File: config.mk
export PLATFORM = sky130hd
export DESIGN_NAME = seg7_pattern_decoder
export DESIGN_NICKNAME = d
export VERILOG_FILES = /design/src/rtl/seg7_pattern_decoder.sv
export SDC_FILE = /design/constraint.sdc
export NUM_CORES = 1
export LEC_CHECK = 0
export ABC_AREA = 1
export CAP_MARGIN = 40
export CORE_AREA = 2 2 75 77
export DETAILED_ROUTE_END_ITERATION = 16
export DIE_AREA = 0 0 77 79
export GPL_TIMING_DRIVEN = 0
export PLACE_DENSITY = 0.68
export SETUP_SLACK_MARGIN = 0.3
export SYNTH_ARGS = -nofsm -noshare
export SYNTH_HDL_FRONTEND = slang
export SYNTH_SLANG_ARGS = --single-unit
File: constraint.sdc
create_clock -name clk -period 2.1 [get_ports clk]
set_input_delay 0.21 -clock clk [delete_from_list [all_inputs] [get_ports clk]]
set_output_delay 0.21 -clock clk [all_outputs]
set_load 0.1 [all_outputs]
File: src/rtl/seg7_pattern_decoder.sv
// Recovers a hex digit from a 7-bit active-low segment bus once the pattern has been
// stable for STABLE_CYCLES samples; keeps a 4-digit history and a saturating error count.
module seg7_pattern_decoder #(
    parameter int STABLE_CYCLES = 4,
    parameter int CNT_W         = 4
) (
    input  logic        clk,
    input  logic        rst_n,
    input  logic [6:0]  seg_in,
    output logic [3:0]  digit,
    output logic        digit_valid,
    output logic        err,
    output logic [15:0] history,
    output logic [7:0]  err_count
);

    typedef enum logic {
        HOLD  = 1'b0,
        COUNT = 1'b1
    } state_t;

    localparam logic [6:0]       BLANK      = 7'h7F;
    localparam logic [CNT_W-1:0] CNT_TARGET = CNT_W'(STABLE_CYCLES);

    // Returns {legal, code}; legal is 0 for anything outside the hex glyph set.
    function automatic logic [4:0] decode_seg(input logic [6:0] p);
        case (p)
            7'b0000001: decode_seg = {1'b1, 4'h0};
            7'b1001111: decode_seg = {1'b1, 4'h1};
            7'b0010010: decode_seg = {1'b1, 4'h2};
            7'b0000110: decode_seg = {1'b1, 4'h3};
            7'b1001100: decode_seg = {1'b1, 4'h4};
            7'b0100100: decode_seg = {1'b1, 4'h5};
            7'b0100000: decode_seg = {1'b1, 4'h6};
            7'b0001111: decode_seg = {1'b1, 4'h7};
            7'b0000000: decode_seg = {1'b1, 4'h8};
            7'b0000100: decode_seg = {1'b1, 4'h9};
            7'b0001000: decode_seg = {1'b1, 4'hA};
            7'b1100000: decode_seg = {1'b1, 4'hB};
            7'b0110001: decode_seg = {1'b1, 4'hC};
            7'b1000010: decode_seg = {1'b1, 4'hD};
            7'b0110000: decode_seg = {1'b1, 4'hE};
            7'b0111000: decode_seg = {1'b1, 4'hF};
            default:    decode_seg = 5'b0_0000;
        endcase
    endfunction

    logic [6:0]       s1_q, s1_d;
    logic [6:0]       cand_q, cand_d;
    logic [CNT_W-1:0] cnt_q, cnt_d;
    state_t           state_q, state_d;
    logic [3:0]       digit_q, digit_d;
    logic             digit_valid_q, digit_valid_d;
    logic             err_q, err_d;
    logic [15:0]      history_q, history_d;
    logic [7:0]       err_count_q, err_count_d;

    logic [CNT_W-1:0] cnt_inc_s;
    logic             accept_s;
    logic [4:0]       dec_s;

    // Qualification FSM and acceptance side effects.
    always_comb begin
        s1_d          = seg_in;
        cand_d        = cand_q;
        cnt_d         = cnt_q;
        state_d       = state_q;
        digit_d       = digit_q;
        digit_valid_d = 1'b0;
        err_d         = 1'b0;
        history_d     = history_q;
        err_count_d   = err_count_q;
        accept_s      = 1'b0;
        cnt_inc_s     = cnt_q + {{(CNT_W-1){1'b0}}, 1'b1};
        dec_s         = decode_seg(cand_q);

        // Any change at s1 restarts qualification, even mid-count.
        if (s1_q != cand_q) begin
            cand_d  = s1_q;
            cnt_d   = {{(CNT_W-1){1'b0}}, 1'b1};
            state_d = COUNT;
        end else begin
            case (state_q)
                COUNT: begin
                    cnt_d = cnt_inc_s;
                    if (cnt_inc_s == CNT_TARGET) begin
                        accept_s = 1'b1;
                        state_d  = HOLD;
                    end else begin
                        accept_s = 1'b0;
                    end
                end
                HOLD: begin
                    state_d = HOLD;
                end
                default: begin
                    state_d = HOLD;
                end
            endcase
        end

        if (accept_s) begin
            if (dec_s[4]) begin
                digit_d       = dec_s[3:0];
                history_d     = {history_q[11:0], dec_s[3:0]};
                digit_valid_d = 1'b1;
            end else if (cand_q == BLANK) begin
                digit_valid_d = 1'b0;
            end else begin
                err_d = 1'b1;
                if (err_count_q != 8'hFF) begin
                    err_count_d = err_count_q + 8'd1;
                end else begin
                    err_count_d = err_count_q;
                end
            end
        end else begin
            digit_valid_d = 1'b0;
        end
    end

    // State and output registers.
    always_ff @(posedge clk or negedge rst_n) begin
        if (!rst_n) begin
            s1_q          <= 7'h7F;
            cand_q        <= 7'h7F;
            cnt_q         <= {CNT_W{1'b0}};
            state_q       <= HOLD;
            digit_q       <= 4'h0;
            digit_valid_q <= 1'b0;
            err_q         <= 1'b0;
            history_q     <= 16'h0000;
            err_count_q   <= 8'h00;
        end else begin
            s1_q          <= s1_d;
            cand_q        <= cand_d;
            cnt_q         <= cnt_d;
            state_q       <= state_d;
            digit_q       <= digit_d;
            digit_valid_q <= digit_valid_d;
            err_q         <= err_d;
            history_q     <= history_d;
            err_count_q   <= err_count_d;
        end
    end

    assign digit       = digit_q;
    assign digit_valid = digit_valid_q;
    assign err         = err_q;
    assign history     = history_q;
    assign err_count   = err_count_q;

endmodule

-- Word level (Yosys, flattened, before mapping)
Cells that the tools add are included.
- register bits: 49
- output and inout port bits: 30
- word-level logic and storage cells: 51
- bits of input ports: 9
- bitwise operators: 3
- muxes and demuxes: 14
- reduce and logical (&&, ||, !) cells: 4
- add/sub/neg operators: 2
- eq/ne operators: 19
- operator list (cell ; number):
    case mux 5 bit (16 select lines) ; 1
    == test 7 x 6 -> 1 bit (second input constant) ; 5
    == test 7 bit (second input constant) ; 5
    == test 7 x 3 -> 1 bit (second input constant) ; 2
    == test 7 x 4 -> 1 bit (second input constant) ; 2
    two-way mux 1 bit ; 10
    adder 8 x 1 -> 8 bit (second input constant) ; 1
    two-way mux 4 bit ; 2
    != test 8 bit (second input constant) ; 1
    == test 7 x 1 -> 1 bit (second input constant) ; 1
    == test 7 x 5 -> 1 bit (second input constant) ; 1
    zero test 7 bit ; 1
    != test 7 bit ; 1
    adder 4 x 1 -> 4 bit (second input constant) ; 1
    == test 4 x 3 -> 1 bit (second input constant) ; 1
    AND reduction 4 bit ; 1
    NOT 1 bit ; 3
    case mux 1 bit (2 select lines) ; 1
    AND reduction 2 bit ; 1
    nonzero test 2 bit ; 1

-- Depth between registers and ports, before layout
Gate-level depths: netlist of the first run.
- depth after elaboration: 6
- gate-level depth with buffers: 14
- depth with buffers taken out: 12

-- Worst setup path before layout of the first run
OpenSTA, ideal clock, no wires.
- path kind: register to register
- start: reg err_count_q[1] (netlist: err_count[1])
- end: reg err_count_q[3] (netlist: err_count[3])
- data arrival time: 1.958 ns
- slack: 0.074 ns
- library setup time: 0.067 ns
- data required time: 2.033 ns
- clock period less this slack: 2.026 ns
- stages on the path, launching flop included: 8
- buffers on the path: 0
- path through: dfrtp_1 -> ha_1 -> nand3_1 -> nor2_1 -> nor2_4 -> nand3_4 -> nand2_1 -> nand2_1
- cells in the longest elaborated chain, start to end: 2
- elaborated cells between the ends (all ways): 3
- those cells by class: add/sub: 1; eq/ne: 1; reduce/logical: 1
- ends and longest elaborated chain (item ; line ; text):
    start, declared ; 56 ; logic [7:0] err_count_q, err_count_d;
    start signal, assigned ; 143 ; err_count_q <= err_count_d;
    parallel branches: the longest is 2 deep, another holds adder 8 x 1 -> 8 bit ; -- ;
Parallel ways; which one is timed is not known.
A chain may end at the register's enable or synchronous reset.

-- Worst setup path in the final report of the first run
- start: reg cand_q[5]
- end: reg err_count_q[3] (netlist: err_count[3])
- cells in the longest elaborated chain, start to end: 4
- elaborated cells between the ends (all ways): 23
- those cells by class: eq/ne: 17; mux: 2; bitwise: 2; reduce/logical: 2
- ends and longest elaborated chain (item ; line ; text):
    start, declared ; 49 ; logic [6:0] cand_q, cand_d;
    start signal, assigned ; 136 ; cand_q <= cand_d;
    == test 7 x 6 -> 1 bit, or another cell as far along ; 27 ; case (p)
    case mux 5 bit (16 select lines) ; 27 ;
    NOT 1 bit (no line) ; -- ;
    AND reduction 4 bit (no line) * ; -- ;
Every way passes the cells marked *; elsewhere a longest branch is shown, timed or not.

==> impl_metrics.json, run 1 <==
{
  "arrival_ns": 2.07,
  "track_usage_pct": 18.93,
  "slew_headroom_pct": 70.70,
  "timing.final.crit_share_pct": 89.57,
  "vdd_drop_max_v": 0.0004645,
  "viasPerCell": 4.731,
  "stdcell_count": 468,
  "synth_compound_area_share_pct": 0.8086,
  "rsz0062_at_grt": "true",
  "dpl_cell_area_mm2": 0.003262,
  "synthXorXnorAreaFrac_pct": 2.642,
  "mostFrequentLayoutCell": "nand2_1",
  "leakagePower_uw": 0.001883,
  "setup_viol": 0,
  "fp.dieW_um": 77,
  "grt_pass1_vias": 2195,
  "outcome": "completed",
  "max_freq_mhz": 531.7,
  "port_buffers": 38,
  "ys_ff_latch": 45,
  "overflow": 0,
  "grt_max_degree": 28,
  "synth_cell_types": 27,
  "synth_top_family_by_area": "simple AND/OR/NAND/NOR gates",
  "route.detailed.drc": 0,
  "drive_gt1_share_pct": 40.40,
  "cts_root_buf": "clkbuf_8",
  "ys_warn_count": 0,
  "cts_tree": "done",
  "path_class": "reg -> reg",
  "synthAdderAreaFrac_pct": 1.078,
  "grt_pass1_wl_um": 9384,
  "cts_max_level": 2,
  "cp-start-kind": "flop",
  "drt_wl_total_um": 5976,
  "yosysSeqAreaShare_pct": 49.27,
  "nets": 406,
  "crit_required_ns": 2.29,
  "die_y_um": 79,
  "clock_sinks": 45,
  "drtIter0Drc": 94,
  "nFillCells": 390,
  "dp.cells": 432,
  "clk_pin_slew_ns": 0.09,
  "antenna_found_initial": 0,
  "synthMuxAreaShare_pct": 0,
  "hold_slack_ns": 0.3171,
  "layout_setup_ws_ns": 0.2191,
  "pre_cts_ws_ns": 0.1881,
  "synth.avg_cell_area_um2": 7.976,
  "cap_violations": 0,
  "n_antenna_cell": 0,
  "initial_core_util_pct": 43.48,
  "crit_fanout": 8,
  "cts_buffers": 5,
  "syn2layout_area_growth_pct": 62.64,
  "worst_pin_slew_ns": 0.4395,
  "setup_tns_ns": 0,
  "cts_buffer_depth": 2,
  "hpwl_um": 3822,
  "die_area_mm2": 0.006083,
  "postRouteAntennaNets": 0,
  "num_rows": 27,
  "drtPass1Iterations": 4,
  "route.vias.total": 2214,
  "clk_latency_ns": 0.29,
  "min_period_ns": 1.881,
  "powerDensity_mw_per_mm2": 485.9,
  "skew_ns": 0.01098,
  "synthSimpleGateAreaFrac_pct": 37.30,
  "stdcell_area_mm2": 0.003775,
  "final_cell_mix": "nand2_1 (98), clkdlybuf4s50_1 (36), nand2_2 (31)",
  "holdCritPathClass": "in -> reg",
  "slew_violations": 0,
  "gp_congestion": 0.9164,
  "wl_per_cell_um": 12.77,
  "io-pin-count": 39,
  "syn_inst": 291,
  "syn_nets": 302,
  "worstSetupEndpointType": "flop",
  "synth_area_mm2": 0.002321,
  "core_area_mm2": 0.005338,
  "finalHoldViolCount": 0
}
[flip-flops by register name (all words and copies together) (netlist names)]
signal,flops
digit_valid,1
s1_q,7
history,13
err,1
digit,3
err_count,8
cnt_q,4
cand_q,7
state_q,1
[layer usage]
layer  up-vias  routed length, um  track usage, %
li1       1101                  -               -
met1      1058               2362           21.97
met2        49               3365           36.75
met3         6                186           2.500
met4         0                 61           4.821
met5         -                  0               0
[report_power, final]
part | switching, uW | internal, uW
logic | 87.1 | 75.3
registers | 12.4 | 892
clock network | 295 | 473
[final timing paths]
| path | startpoint | endpoint | slack [ns] | depth (start not counted) |
|---|---|---|---|---|
| worst max-delay path | cand_q[5] | err_count[3] | 0.22 | 12 |
| worst min-delay path | seg_in[6] | s1_q[6] | 0.32 | 1 |
| worst max register to register | cand_q[5] | err_count[3] | 0.22 | 12 |
| worst min register to register | s1_q[4] | cand_q[4] | 0.45 | 1 |
| max in group asynchronous | rst_n | err_count[2] | 1.20 | 3 |
| min in group asynchronous | rst_n | history[12] | 0.39 | 2 |
[cell usage after synthesis]
master | instances | area (um2)
nor3_1 | 4 | 20.02
a21oi_1 | 1 | 5.000
xnor2_1 | 1 | 8.760
nor2_1 | 25 | 93.84
ha_1 | 2 | 25.02
or2_2 | 2 | 12.51
a211oi_1 | 1 | 7.510
nand4_1 | 14 | 87.58
inv_2 | 10 | 37.54
buf_6 | 5 | 56.30
nand3_4 | 1 | 17.52
clkbuf_1 | 7 | 26.28
dfstp_2 | 14 | 367.9
dfrtp_1 | 31 | 775.7
buf_4 | 4 | 30.03
nand3_1 | 8 | 40.04
nand2_4 | 2 | 22.52
nand2_1 | 124 | 465.5
xor2_1 | 6 | 52.55
o22ai_1 | 1 | 6.260
nand2_2 | 5 | 31.28
and3_1 | 1 | 6.260
and2_1 | 1 | 6.260
inv_1 | 14 | 52.55
clkinv_1 | 1 | 3.750
nor2_4 | 5 | 56.30
nor2_2 | 1 | 6.260
[final cells by class]
type	count	area [um2]	area share, %
Inverter	25	93.84	2.486
Clock inverter	3	65.06	1.724
Multi-Input combinational cell	205	1090	28.87
Tap cell	72	90.09	2.386
Sequential cell	45	1149	30.43
Buffer	16	112.6	2.983
Timing Repair Buffer	97	1106	29.30
Clock buffer	5	68.82	1.823
[cell families after synthesis]
| logic type | count (synthesis) |
|---|---|
| DFF | 45 |
| xor gates and xnor gates | 7 |
| adders and majority gates | 2 |
| and+or+nand+nor | 193 |
| AOI/OAI and AO/OA | 3 |
| buffers and inverters | 41 |
[repair_timing]
action / in CTS / in global routing
hold buffers: 1 / 0
setup buffers: 10 / 16
pin swaps: 15 / 24
gates cloned: 1 / 1
resized for setup: 9 / 40
endpoints found under the hold margin: 4 / 0
endpoints found under the setup margin: 20 / 29
[critical path, stage by stage (launching register included)]
cell and delay [ns]:
dfstp_2 0.54, buf_6 0.11, buf_6 0.10, nor3_4 0.04, nand2_1 0.08, nand2_1 0.07, nor2_2 0.13, nand2_2 0.08
nor2_4 0.18, buf_6 0.15, nand3_4 0.14, nand2_2 0.12, nand2_2 0.04
[metrics by stage]
stage	total power (uW)	util, %
finish	1834	70.72
global route	1917	70.72
CTS	1813	66.24
detailed placement	1038	61.11
global placement	1031	52.39
floorplan	988.3	-
No activity file was read; power rests on OpenSTA's default activity.
==> inputs of run 2 (changes only) <==
--- a/config.mk
+++ b/config.mk
@@ -10,6 +10,7 @@
 export CORE_AREA = 2 2 75 77
 export DETAILED_ROUTE_END_ITERATION = 16
 export DIE_AREA = 0 0 77 79
+export GPL_ROUTABILITY_DRIVEN = 0
 export GPL_TIMING_DRIVEN = 0
 export PLACE_DENSITY = 0.68
 export SETUP_SLACK_MARGIN = 0.3
==> impl_metrics.json, run 2 (synthesis gave the netlist of run 1 again) <==
{
  "min_period_ns": 1.887,
  "powerDensity_mw_per_mm2": 438.4,
  "holdCritPathClass": "in -> reg",
  "cp-start-kind": "flop",
  "crit_fanout": 7,
  "rsz0062_at_grt": "true",
  "max_freq_mhz": 530.0,
  "grt_pass1_vias": 2122,
  "clk_latency_ns": 0.29,
  "grt_pass1_wl_um": 9508,
  "slew_violations": 0,
  "nFillCells": 390,
  "syn2layout_area_growth_pct": 60.59,
  "cts_max_level": 2,
  "final_cell_mix": "nand2_1 (98), clkdlybuf4s50_1 (37), nand2_2 (31)",
  "io-pin-count": 39,
  "drtIter0Drc": 64,
  "postRouteAntennaNets": 0,
  "setup_tns_ns": 0,
  "cap_violations": 0,
  "fp.dieW_um": 77,
  "largest_reg_flops": 13,
  "drive_gt1_share_pct": 39.35,
  "setup_viol": 0,
  "viasPerCell": 4.756,
  "outcome": "completed",
  "path_buf_inv": 4,
  "drt_wl_total_um": 5897,
  "skew_ns": 0.01090,
  "route.vias.total": 2240,
  "initial_core_util_pct": 43.48,
  "nets": 409,
  "regToRegStartpoint": "cand_q[5]",
  "arrival_ns": 2.11,
  "num_rows": 27,
  "mostFrequentLayoutCell": "nand2_1",
  "worstSetupEndpointType": "flop",
  "route.detailed.drc": 0,
  "hold_start": "seg_in[6]",
  "drtPass1Iterations": 4,
  "core_area_mm2": 0.005338,
  "overflow": 0,
  "leakagePower_uw": 0.001865,
  "wl_per_cell_um": 12.52,
  "die_y_um": 79,
  "n_antenna_cell": 0,
  "path_class": "reg -> reg",
  "port_buffers": 38,
  "stdcell_count": 471,
  "cts_buffer_depth": 2,
  "cts_buffers": 5,
  "crit_family": "simple AND/OR/NAND/NOR gates",
  "multi_input_area_mm2": 0.001072,
  "cts_tree": "done",
  "worst_pin_slew_ns": 0.4259,
  "timing.final.crit_share_pct": 89.84,
  "clk_pin_slew_ns": 0.09,
  "antenna_found_initial": 0,
  "vdd_drop_max_v": 0.0003222,
  "crit_required_ns": 2.33,
  "clock_sinks": 45,
  "dp.cells": 432,
  "crit_path_top_delay_cell": "dfstp_2",
  "finalHoldViolCount": 0,
  "hpwl_um": 3778,
  "cpPeakStageDelay_ns": 0.53,
  "path_cells": "buf_6 > buf_6 > nor3_4 > nand2_1 > nand2_1 > nor2_2 > nand2_2 > nor2_4 > inv_2 > nand2_4 > buf_6 > nand2_2 > nand2_1",
  "grt_max_degree": 28,
  "slew_headroom_pct": 71.61,
  "startpoint": "cand_q[5]",
  "seq_area_mm2": 0.001149,
  "track_usage_pct": 19.41,
  "die_area_mm2": 0.006083,
  "cts_root_buf": "clkbuf_8"
}
==> run 2: routing by layer <==
layer | wire (um) | vias to the layer above | global-route usage, %
met2 | 3305 | 48 | 36.14
li1 | - | 1107 | -
met5 | 0 | - | 0
met4 | 66 | 0 | 5.179
met3 | 175 | 6 | 3.636
met1 | 2348 | 1079 | 23.03
==> run 2: metrics by stage <==
| stage | util, % | hold slack [ns] | instance area (um2) | total power (uW) | setup WS, ns |
|---|---|---|---|---|---|
| 2_1_floorplan | - | -0.08559 | 2326 | 988.3 | 0.3277 |
| 3_3_place_gp | 52.39 | 0.4389 | 2796 | 1031 | -0.5520 |
| 3_5_place_dp | 61.11 | 0.1748 | 3262 | 1038 | 0.1982 |
| 4_1_cts | 66.48 | 0.3109 | 3548 | 1638 | 0.2824 |
| 5_1_grt | 69.83 | 0.3086 | 3727 | 1715 | 0.1102 |
| 6_report | 69.83 | 0.3196 | 3727 | 1634 | 0.2133 |
==> run 2: power by group <==
group / internal, uW / leakage [uW] / switching, uW / total (uW)
sequential: 892 / 0.000563 / 12.5 / 904
combinational: 68.1 / 0.00125 / 80.4 / 149
clock: 298 / 0.0000542 / 284 / 582
total: 1260 / 0.00186 / 377 / 1630
==> run 2: area by class of cell <==
class	count	area share, %
plain buffers	16	3.021
clock buffers	7	2.585
clock inverters	1	0.1343
inverters	25	2.518
multi-input cells	205	28.77
flip-flops and latches	45	30.82
well taps	72	2.417
repair buffers	100	29.74
==> run 2: worst register-to-register path, stage by stage (launching register included) <==
cell and delay [ns]:
dfstp_2 0.53, buf_6 0.12, buf_6 0.11, nor3_4 0.04, nand2_1 0.08, nand2_1 0.07
nor2_2 0.14, nand2_2 0.09, nor2_4 0.18, inv_2 0.07, nand2_4 0.12, buf_6 0.15
nand2_2 0.05, nand2_1 0.09
==> run 2: final timing paths <==
kind / slack [ns] / to / cells after the start
worst max-delay path: 0.21 / history[9] / 13
worst min-delay path: 0.32 / s1_q[6] / 1
worst max register to register: 0.21 / history[9] / 13
worst min register to register: 0.45 / cand_q[4] / 1
max in group asynchronous: 1.22 / err_count[1] / 3
min in group asynchronous: 0.38 / history[12] / 2
==> run 2: timing repair <==
action	4_1_cts	5_1_grt
setup buffers	14	14
setup endpoints to repair	21	29
gates cloned	2	0
pin swaps	20	23
resized for setup	20	25
hold endpoints to repair	4	0
hold buffers	1	0
==> inputs of run 3 (changes only) <==
--- a/config.mk
+++ b/config.mk
@@ -14,6 +14,8 @@
 export GPL_TIMING_DRIVEN = 0
 export PLACE_DENSITY = 0.68
 export SETUP_SLACK_MARGIN = 0.3
+export SKIP_LAST_GASP = 1
+export SLEW_MARGIN = 20
 export SYNTH_ARGS = -nofsm -noshare
 export SYNTH_HDL_FRONTEND = slang
 export SYNTH_SLANG_ARGS = --single-unit
==> results of run 3 <==
The final DEF is identical to that of run 2; final timing and power are the same.
